`src/rtl/branch_pc_unit.sv`:
```
// PC register with a four-state conditional-branch sequencer fed by the CON flag.
// Optional BR_COUNT_EN adds a saturating taken-branch counter output br_count.
module branch_pc_unit #(
   parameter int               WIDTH    = 32,
   parameter int               OFFSET_W = 19,
   parameter logic [WIDTH-1:0] RESET_PC = '0
) (
   input  logic                clk,
   input  logic                clear,
   input  logic                inc_pc,
   input  logic                pc_in,
   input  logic [WIDTH-1:0]    bus_in,
   input  logic                br_start,
   input  logic [OFFSET_W-1:0] br_offset,
   input  logic                con_flag,
   output logic [WIDTH-1:0]    pc_out,
   output logic                busy,
   output logic                done,
   output logic                taken
`ifdef BR_COUNT_EN
   ,
   output logic [7:0]          br_count
`endif
);

   typedef enum logic [1:0] {IDLE, EVAL, ADD, DONE} state_t;

   state_t           state, state_nxt;
   logic [WIDTH-1:0] pc_q, pc_nxt;
   logic             taken_q, taken_nxt;
   logic [WIDTH-1:0] offset_ext;

   assign offset_ext = {{(WIDTH-OFFSET_W){br_offset[OFFSET_W-1]}}, br_offset};

   always_comb begin
      state_nxt = state;
      pc_nxt    = pc_q;
      taken_nxt = taken_q;
      case (state)
         IDLE: if (br_start) state_nxt = EVAL;
         EVAL: begin
            taken_nxt = con_flag;
            state_nxt = ADD;
         end
         ADD: begin
            if (taken_q) pc_nxt = pc_q + offset_ext;
            state_nxt = DONE;
         end
         default: state_nxt = IDLE;
      endcase
      // increments only between branches, so never competes with the ADD update
      if (state == IDLE && inc_pc) pc_nxt = pc_q + WIDTH'(1);
      // bus load overrides everything and aborts a branch in flight
      if (pc_in) begin
         pc_nxt    = bus_in;
         state_nxt = IDLE;
         taken_nxt = taken_q;
      end
   end

   always_ff @(posedge clk) begin
      if (clear) begin
         state   <= IDLE;
         pc_q    <= RESET_PC;
         taken_q <= 1'b0;
      end else begin
         state   <= state_nxt;
         pc_q    <= pc_nxt;
         taken_q <= taken_nxt;
      end
   end

`ifdef BR_COUNT_EN
   logic [7:0] cnt_q;
   always_ff @(posedge clk) begin
      if (clear)
         cnt_q <= '0;
      else if (state == ADD && taken_q && !pc_in && cnt_q != 8'hFF)
         cnt_q <= cnt_q + 8'd1;
   end
   assign br_count = cnt_q;
`endif

   assign pc_out = pc_q;
   assign taken  = taken_q;
   assign busy   = (state != IDLE);
   assign done   = (state == DONE);

endmodule

```
`config.mk`:
```
export PLATFORM = sky130hd
export DESIGN_NAME = branch_pc_unit
export DESIGN_NICKNAME = d
export VERILOG_FILES = /design/src/rtl/branch_pc_unit.sv
export SDC_FILE = /design/constraint.sdc
export NUM_CORES = 1
export LEC_CHECK = 0
export CORE_UTILIZATION = 45
export CTS_CLUSTER_DIAMETER = 100
export DETAILED_ROUTE_END_ITERATION = 8
export GPL_ROUTABILITY_DRIVEN = 1
export GPL_TIMING_DRIVEN = 0
export PLACE_DENSITY = 0.86
export REMOVE_ABC_BUFFERS = 1
export SLEW_MARGIN = 15
export SYNTH_ARGS = -nofsm -noshare
export SYNTH_HDL_FRONTEND = slang
export SYNTH_SLANG_ARGS = --single-unit
```
`constraint.sdc`:
```
create_clock -name clk -period 4 [get_ports clk]
set_input_delay 0.8 -clock clk [delete_from_list [all_inputs] [get_ports clk]]
set_output_delay 0.8 -clock clk [all_outputs]
set_load 0.02 [all_outputs]
```
==> impl_metrics.csv, run 1 <==
group,metric,value,unit
timing,fin_crit,3.862,ns
worst_setup_path,critPathSlowestCell,"or4b_1",
timing,slew_headroom,20.34,%
timing,whs,0.5577,ns
routing,drt_wl_total,10560,um
synth,synth-edff-count,0,
hold_path,hold_path_class,"reg -> reg",
routing,drtIter0Drc,190,
synth,synth-compound-area-share,27.28,%
clocking,cts_tree,"done",
synth,syn_area,3417,um2
worst_setup_path,worstSetupPathDepth,14,
timing,clock-skew-final,0.008598,ns
worst_setup_path,r2r_start,"state[1]",
routing,firstDrtPassIters,5,
synth,ys.flop_type,"dfxtp_1",
clocking,cts_root_buf,"clkbuf_8",
timing,fmax,0.2589,GHz
timing,tightest_slew,1.192,ns
synth,synth_top_family_by_area,"simple AND/OR/NAND/NOR gates",
routing,routedWlPerCell,16.45,um
routing,postRouteAntennaNets,0,
synth,async_reset_ff_share,0,%
floorplanning,initial_core_util,46.86,%
worst_setup_path,cp-startpoint,"state[1]",
grt,antenna_found_initial,0,
floorplanning,rows,31,
worst_setup_path,max_stage_delay,0.47,ns
final_layout,areaGrowthSynthToFinish,30.94,%
grt,grt_use_total,26.06,%
synth,synthMuxAreaShare,3.295,%
floorplanning,dieArea,7946,um2
grt,use_met1,31.22,%
worst_setup_path,crit_path_end,"pc_out[29]",
final_layout,regArea,700.7,um2
grt,grt-busiest-layer,"met2",
worst_setup_path,critPathRequiredTime,4.22,ns
floorplanning,io_pins,92,
routing,via_per_inst,5.919,
worst_setup_path,crit_family,"simple AND/OR/NAND/NOR gates",
grt,grtUsageMet2,46.91,%
clocking,h-tree-depth,2,
grt,met3_usage,3.232,%
worst_setup_path,endpoint_kind,"flop",
power,power,1194,uW
final_layout,final_util,61.36,%
synth,synth_area_leaders,"dfxtp_1, ha_1, nand2_1",
clocking,clkTransAtPathRegs,0.08,ns
run,maxCapViolations,0,
synth,synth_cell_types,71,
synth,synth-seq-cells,35,
synth,synth-simple-area-share,28.93,%
synth,syn_inst,473,
worst_setup_path,rr_worst_depth,14,
final_layout,multi_input_area,2580,um2
synth,yosysTopAreaCell,"dfxtp_1",
routing,vias,3800,
worst_setup_path,startpoint_type,"flop",
place,place.gp.congestion,0.9165,
place,dp_hpwl,7360,um
place,port_buffers,91,
worst_setup_path,cp.buffers_inverters,2,
worst_setup_path,worstPathCellList,"inv_1 > ha_1 > nand2_4 > and2_1 > ha_1 > a21oi_1 > o211ai_1 > buf_4 > a22oi_1 > nor4b_2 > or3_1 > mux2i_1 > or4b_1 > o211ai_1",
synth,yosysMostFrequentCell,"nand2_1",
final_layout,antenna_cells,0,
hold_path,hold-path-cell-count,2,
worst_setup_path,crit_arrival,4.08,ns
grt,grt_pass1_wl,16150,um
power,pwr_density_cell,266.9,nW/um2
timing,final_max_slew_viol_count,0,
grt,grt_max_degree,42,
worst_setup_path,cp_max_fo,10,
worst_setup_path,r2r_slack,0.14,ns
clocking,cts_buffers,5,
timing,period_share,96.56,%
synth,syn-mean-instance-area,7.224,um2
final_layout,drive_above_1_share,5.893,%
clocking,clock_sinks,35,
timing,hold_viol,0,
grt,first_global_vias,3509,
grt,grt_overflow_total,0,
synth,synth_fa_ha_area_share,8.642,%
synth,synth_commonest_cells,"nand2_1, nor2_1, dfxtp_1",
routing,drc,0,
clocking,insertion_delay,0.30,ns
place,dpl-instance-area,4299,um2
timing,finalSetupViolCount,0,
power,p_leak,0.001738,uW
final_layout,fin_area,4474,um2
clocking,ctsLongestPathBuffers,2,
place,preCtsSetupSlack,-0.7257,ns
synth,yosys.area.top_type_share,20.51,%
power,vdd_ir_drop_max,0.1360,mV
synth,ys_seq_area_share,20.51,%
floorplanning,die_h,89.14,um
floorplanning,core,7292,um2
worst_setup_path,timing.rr.end,"pc_out[29]",
final_layout,fillers,680,
clocking,hold_buffers,0,
worst_setup_path,critical_path_class,"reg -> reg",
final_layout,nNetsFinal,622,
timing,setup_ws,0.1375,ns
floorplanning,die_x,89.14,um
synth,synth_warnings,0,
synth,synth_xor_area_share,5.639,%
run_status,status,"finished, final reports clean",
[state kept, by name (all words and copies together) (netlist names)]
register / flops
state: 2
pc_out: 32
taken: 1
[metrics by stage]
step	setup TNS (ns)	cells
3_5_place_dp	-7.456	629
3_3_place_gp	-6.875	629
5_1_grt	-0.07540	642
2_1_floorplan	0	439
4_1_cts	-0.07416	637
6_report	0	642
[how the worst min path moves through the flow]
stage,start,end
after detailed placement,state[0],state[0]
final,state[0],state[0]
after global placement,state[0],state[0]
after CTS,state[0],state[0]
after global routing,state[0],state[0]
after floorplan,state[0],state[0]
[power breakdown]
group / leakage (uW) / internal [uW] / switching (uW)
Clock: 0.0000477 / 119 / 143
Sequential: 0.000290 / 376 / 44.6
Combinational: 0.00140 / 238 / 273
[cell type report]
type | instances | area share (%)
well taps | 99 | 2.768
clock inverters | 3 | 0.3356
multi-input cells | 391 | 57.66
inverters | 14 | 1.174
flip-flops and latches | 35 | 15.66
repair buffers | 95 | 20.86
clock buffers | 5 | 1.538
[repair_timing]
item,4_1_cts,5_1_grt
setup buffers,0,4
pin swaps,1,3
gates resized for setup,7,4
endpoints found under the setup margin,13,8
gates cloned,0,1
[worst register-to-register path, delay by kind of cell (launching register included)]
kind,cells,cell delay (ns)
AO/OA/AOI/OAI,4,0.84
adder cells (fa/ha/maj),2,0.79
buffers and inverters,2,0.30
flip-flops,1,0.34
AND/OR/NAND/NOR,5,1.44
multiplexers,1,0.09
[layout by cell type (no fill, tap or decap), types with 5 or more instances in the layout]
cell	n
mux2i_1	9
nor3_1	13
o211ai_1	15
ha_1	22
xor2_1	10
nand4_1	5
nand3_1	11
or3_1	12
a21o_1	6
clkdlybuf4s50_1	88
dfxtp_1	35
a31oi_1	6
nand2_1	54
nor2_1	46
and2_1	18
a21oi_1	33
xnor2_1	12
o21ai_0	30
inv_1	14
clkbuf_8	5
[kinds of logic (layout without fill, tap and decap cells)]
group / Yosys count / after routing
xor+xnor: 22 / 22
simple gates: 193 / 194
flops: 35 / 35
buf+inv: 48 / 117
compound gates: 141 / 141
fa+ha+maj: 23 / 23
mux: 11 / 11
[routing by layer]
layer,up-vias,wire (um)
met3,29,659
met1,1757,4547
met5,-,0
met4,0,321
met2,158,5029
li1,1856,-
(Power assumes the default switching activity.)
==> run 2, diff against run 1 <==
CORE_UTILIZATION = 46   (was 45)
CTS_BUF_LIST = sky130_fd_sc_hd__clkbuf_2 sky130_fd_sc_hd__clkbuf_4 sky130_fd_sc_hd__clkbuf_8   (was not set)
PLACE_DENSITY = 0.88   (was 0.86)
==> run 2 against run 1 <==
- sequential share of layout area decreased by 0.074 points
- hold slack improved by 0.017 ns
- power increased by 1.9%
- core utilization increased by 0.95 points
- first-iteration DRC count increased by 43%
- sequential power about the same
- sequential cell count unchanged
- critical path type unchanged
- largest power group unchanged
==> impl_metrics.csv, run 2 (synthesis gave the netlist of run 1 again) <==
group,metric,value,unit
final_layout,layout_common_cells,"clkdlybuf4s50_1, nand2_1, nor2_1, dfxtp_1, a21oi_1",
power,switching_share,38.22,%
grt,grt_max_degree,42,
hold_path,hold_path_class,"reg -> reg",
routing,vias,3903,
floorplanning,rows,31,
routing,firstDrtPassIters,5,
hold_path,hold-path-cell-count,2,
hold_path,holdPathEnd,"pc_out[13]",
floorplanning,initial_core_util,47.36,%
floorplanning,die_h,88.19,um
clocking,clkTransAtPathRegs,0.08,ns
worst_setup_path,crit_arrival,3.98,ns
timing,rsz0062_at_grt,"false",
routing,drt-met1-wl,4359,um
worst_setup_path,critPathRequiredTime,4.20,ns
grt,first_global_vias,3720,
timing,hold_viol,0,
run,maxCapViolations,0,
power,p_comb_share,42.8,%
routing,drtIter0Drc,271,
final_layout,fin_area,4496,um2
final_layout,final_common_cell,"clkdlybuf4s50_1",
final_layout,fin_cells,642,
power,seqPwrFrac,34.6,%
power,pwr_density_cell,270.8,nW/um2
worst_setup_path,max_stage_delay,0.38,ns
power,vdd_ir_drop_max,0.1552,mV
worst_setup_path,r2r_start,"state[0]",
floorplanning,core,7214,um2
final_layout,largest_register_ffs,32,
worst_setup_path,endpoint_kind,"flop",
clocking,cts_tree,"done",
power,p_switching,465.2,uW
worst_setup_path,r2r_slack,0.22,ns
final_layout,nNetsFinal,622,
grt,grt_pass1_wl,16480,um
grt,grt_overflow_total,0,
floorplanning,io_pins,92,
power,p_leak,0.001750,uW
power,clockPowerShare,22.7,%
timing,final_max_slew_viol_count,0,
timing,period_share,94.44,%
timing,fmax,0.2647,GHz
worst_setup_path,worstPathCellList,"inv_1 > ha_1 > nand2_2 > and2_1 > ha_1 > a21o_1 > a31o_1 > a21o_1 > a41o_1 > a21oi_4 > mux2_1 > or3_1 > a311oi_1",
place,place.gp.congestion,0.9166,
timing,finalSetupViolCount,0,
timing,clock-skew-final,0.009894,ns
worst_setup_path,critPathSlowestCell,"ha_1",
clocking,cts_root_buf,"clkbuf_8",
clocking,h-tree-depth,2,
worst_setup_path,timing.rr.end,"pc_out[23]",
worst_setup_path,cp_max_fo,10,
routing,drc,0,
timing,fin_crit,3.777,ns
routing,met3WireLength,766,um
clocking,insertion_delay,0.29,ns
worst_setup_path,critical_path_class,"reg -> reg",
place,port_buffers,91,
routing,postRouteAntennaNets,0,
routing,drt_wl_total,10530,um
routing,maxUsedRoutingLayer,"met4",
timing,slew_headroom,25.84,%
final_layout,areaGrowthSynthToFinish,31.56,%
timing,tightest_slew,1.110,ns
hold_path,min-delay-start,"pc_out[13]",
clocking,ctsLongestPathBuffers,2,
run_status,status,"finished, final reports clean",
floorplanning,die_x,88.19,um
place,dp_hpwl,7275,um
clocking,clock_sinks,35,
final_layout,antenna_cells,0,
routing,via_per_inst,6.079,
routing,routedWlPerCell,16.41,um
worst_setup_path,startpoint_type,"flop",
routing,met2WireLength,5074,um
place,dpl-instance-area,4304,um2
worst_setup_path,crit_family,"compound AO/OA/AOI/OAI gates",
place,dpl.cell_count,629,
floorplanning,dieArea,7777,um2
grt,grt_use_total,26.65,%
clocking,cts_buffers,5,
grt,antenna_found_initial,0,
power,p_int,752.1,uW
final_layout,drive_above_1_share,6.077,%
worst_setup_path,cp.buffers_inverters,1,
worst_setup_path,rr_worst_depth,13,
## run 2: cell types whose count changed in the layout (fill, tap and decap cells not counted), sizes merged
cell / previous run / this run
clkbuf: 5 / 7
clkinv: 3 / 1
## run 2: repair_timing
action                                  4_1_cts  5_1_grt
resized for setup                             7        6
buffers inserted                              0        4
endpoints found under the setup margin       14       11
cloned                                        0        1
hold buffers                                  0        0
pin swaps                                     0        3
## run 2: worst max-delay path by stage
stage	start	end	slack, ns	depth (start not counted)
after floorplan	inc_pc	pc_out[23]	0.42	11
after global placement	inc_pc	pc_out[28]	-0.63	11
after detailed placement	inc_pc	pc_out[23]	-0.76	12
after CTS	inc_pc	pc_out[23]	-0.1	12
after global routing	state[1]	pc_out[26]	0.04	13
final	state[0]	pc_out[23]	0.22	13
## run 2: area by class of cell
| type | count | area, um2 |
|---|---|---|
| Clock buffer | 7 | 83.83 |
| Clock inverter | 1 | 5.005 |
| Fill cell | 669 | 2719 |
| Timing Repair Buffer | 95 | 933.4 |
| Sequential cell | 35 | 700.7 |
| Multi-Input combinational cell | 391 | 2596 |
| Tap cell | 99 | 123.9 |
| Inverter | 14 | 52.55 |
## run 2: routing by layer
metal	up-vias	GRT usage (%)
met4	0	12.17
met2	195	48.32
li1	1866	-
met3	38	4.618
met5	-	0
met1	1804	30.27
## run 2: stage by stage
| stage | TNS (ns) | worst slack, ns | util, % | hold slack, ns | total power [uW] |
|---|---|---|---|---|---|
| final | 0 | 0.2225 | 62.31 | 0.5748 | 1217 |
| after global routing | 0 | 0.04258 | 62.31 | 0.6049 | 1282 |
| after CTS | -0.09889 | -0.09889 | 61.32 | 0.5806 | 1198 |
| after detailed placement | -7.705 | -0.7567 | 59.66 | 0.5695 | 916.3 |
| after global placement | -6.496 | -0.6347 | 59.73 | 0.5377 | 904.5 |
| after floorplan | 0 | 0.4191 | - | 0.5182 | 722.7 |
## run 2: worst min-delay path: cells and delay by family (launching register included)
family          cells  cell delay (ns)
flops               1             0.33
compound gates      2             0.20
## run 2: power groups by stage
stage / Clock [uW] / Sequential (uW) / Combinational (uW)
3_3_place_gp: 0 / 425 / 479
4_1_cts: 280 / 419 / 499
6_report: 276 / 421 / 520
2_1_floorplan: 0 / 448 / 275
5_1_grt: 291 / 425 / 565
3_5_place_dp: 0 / 426 / 490
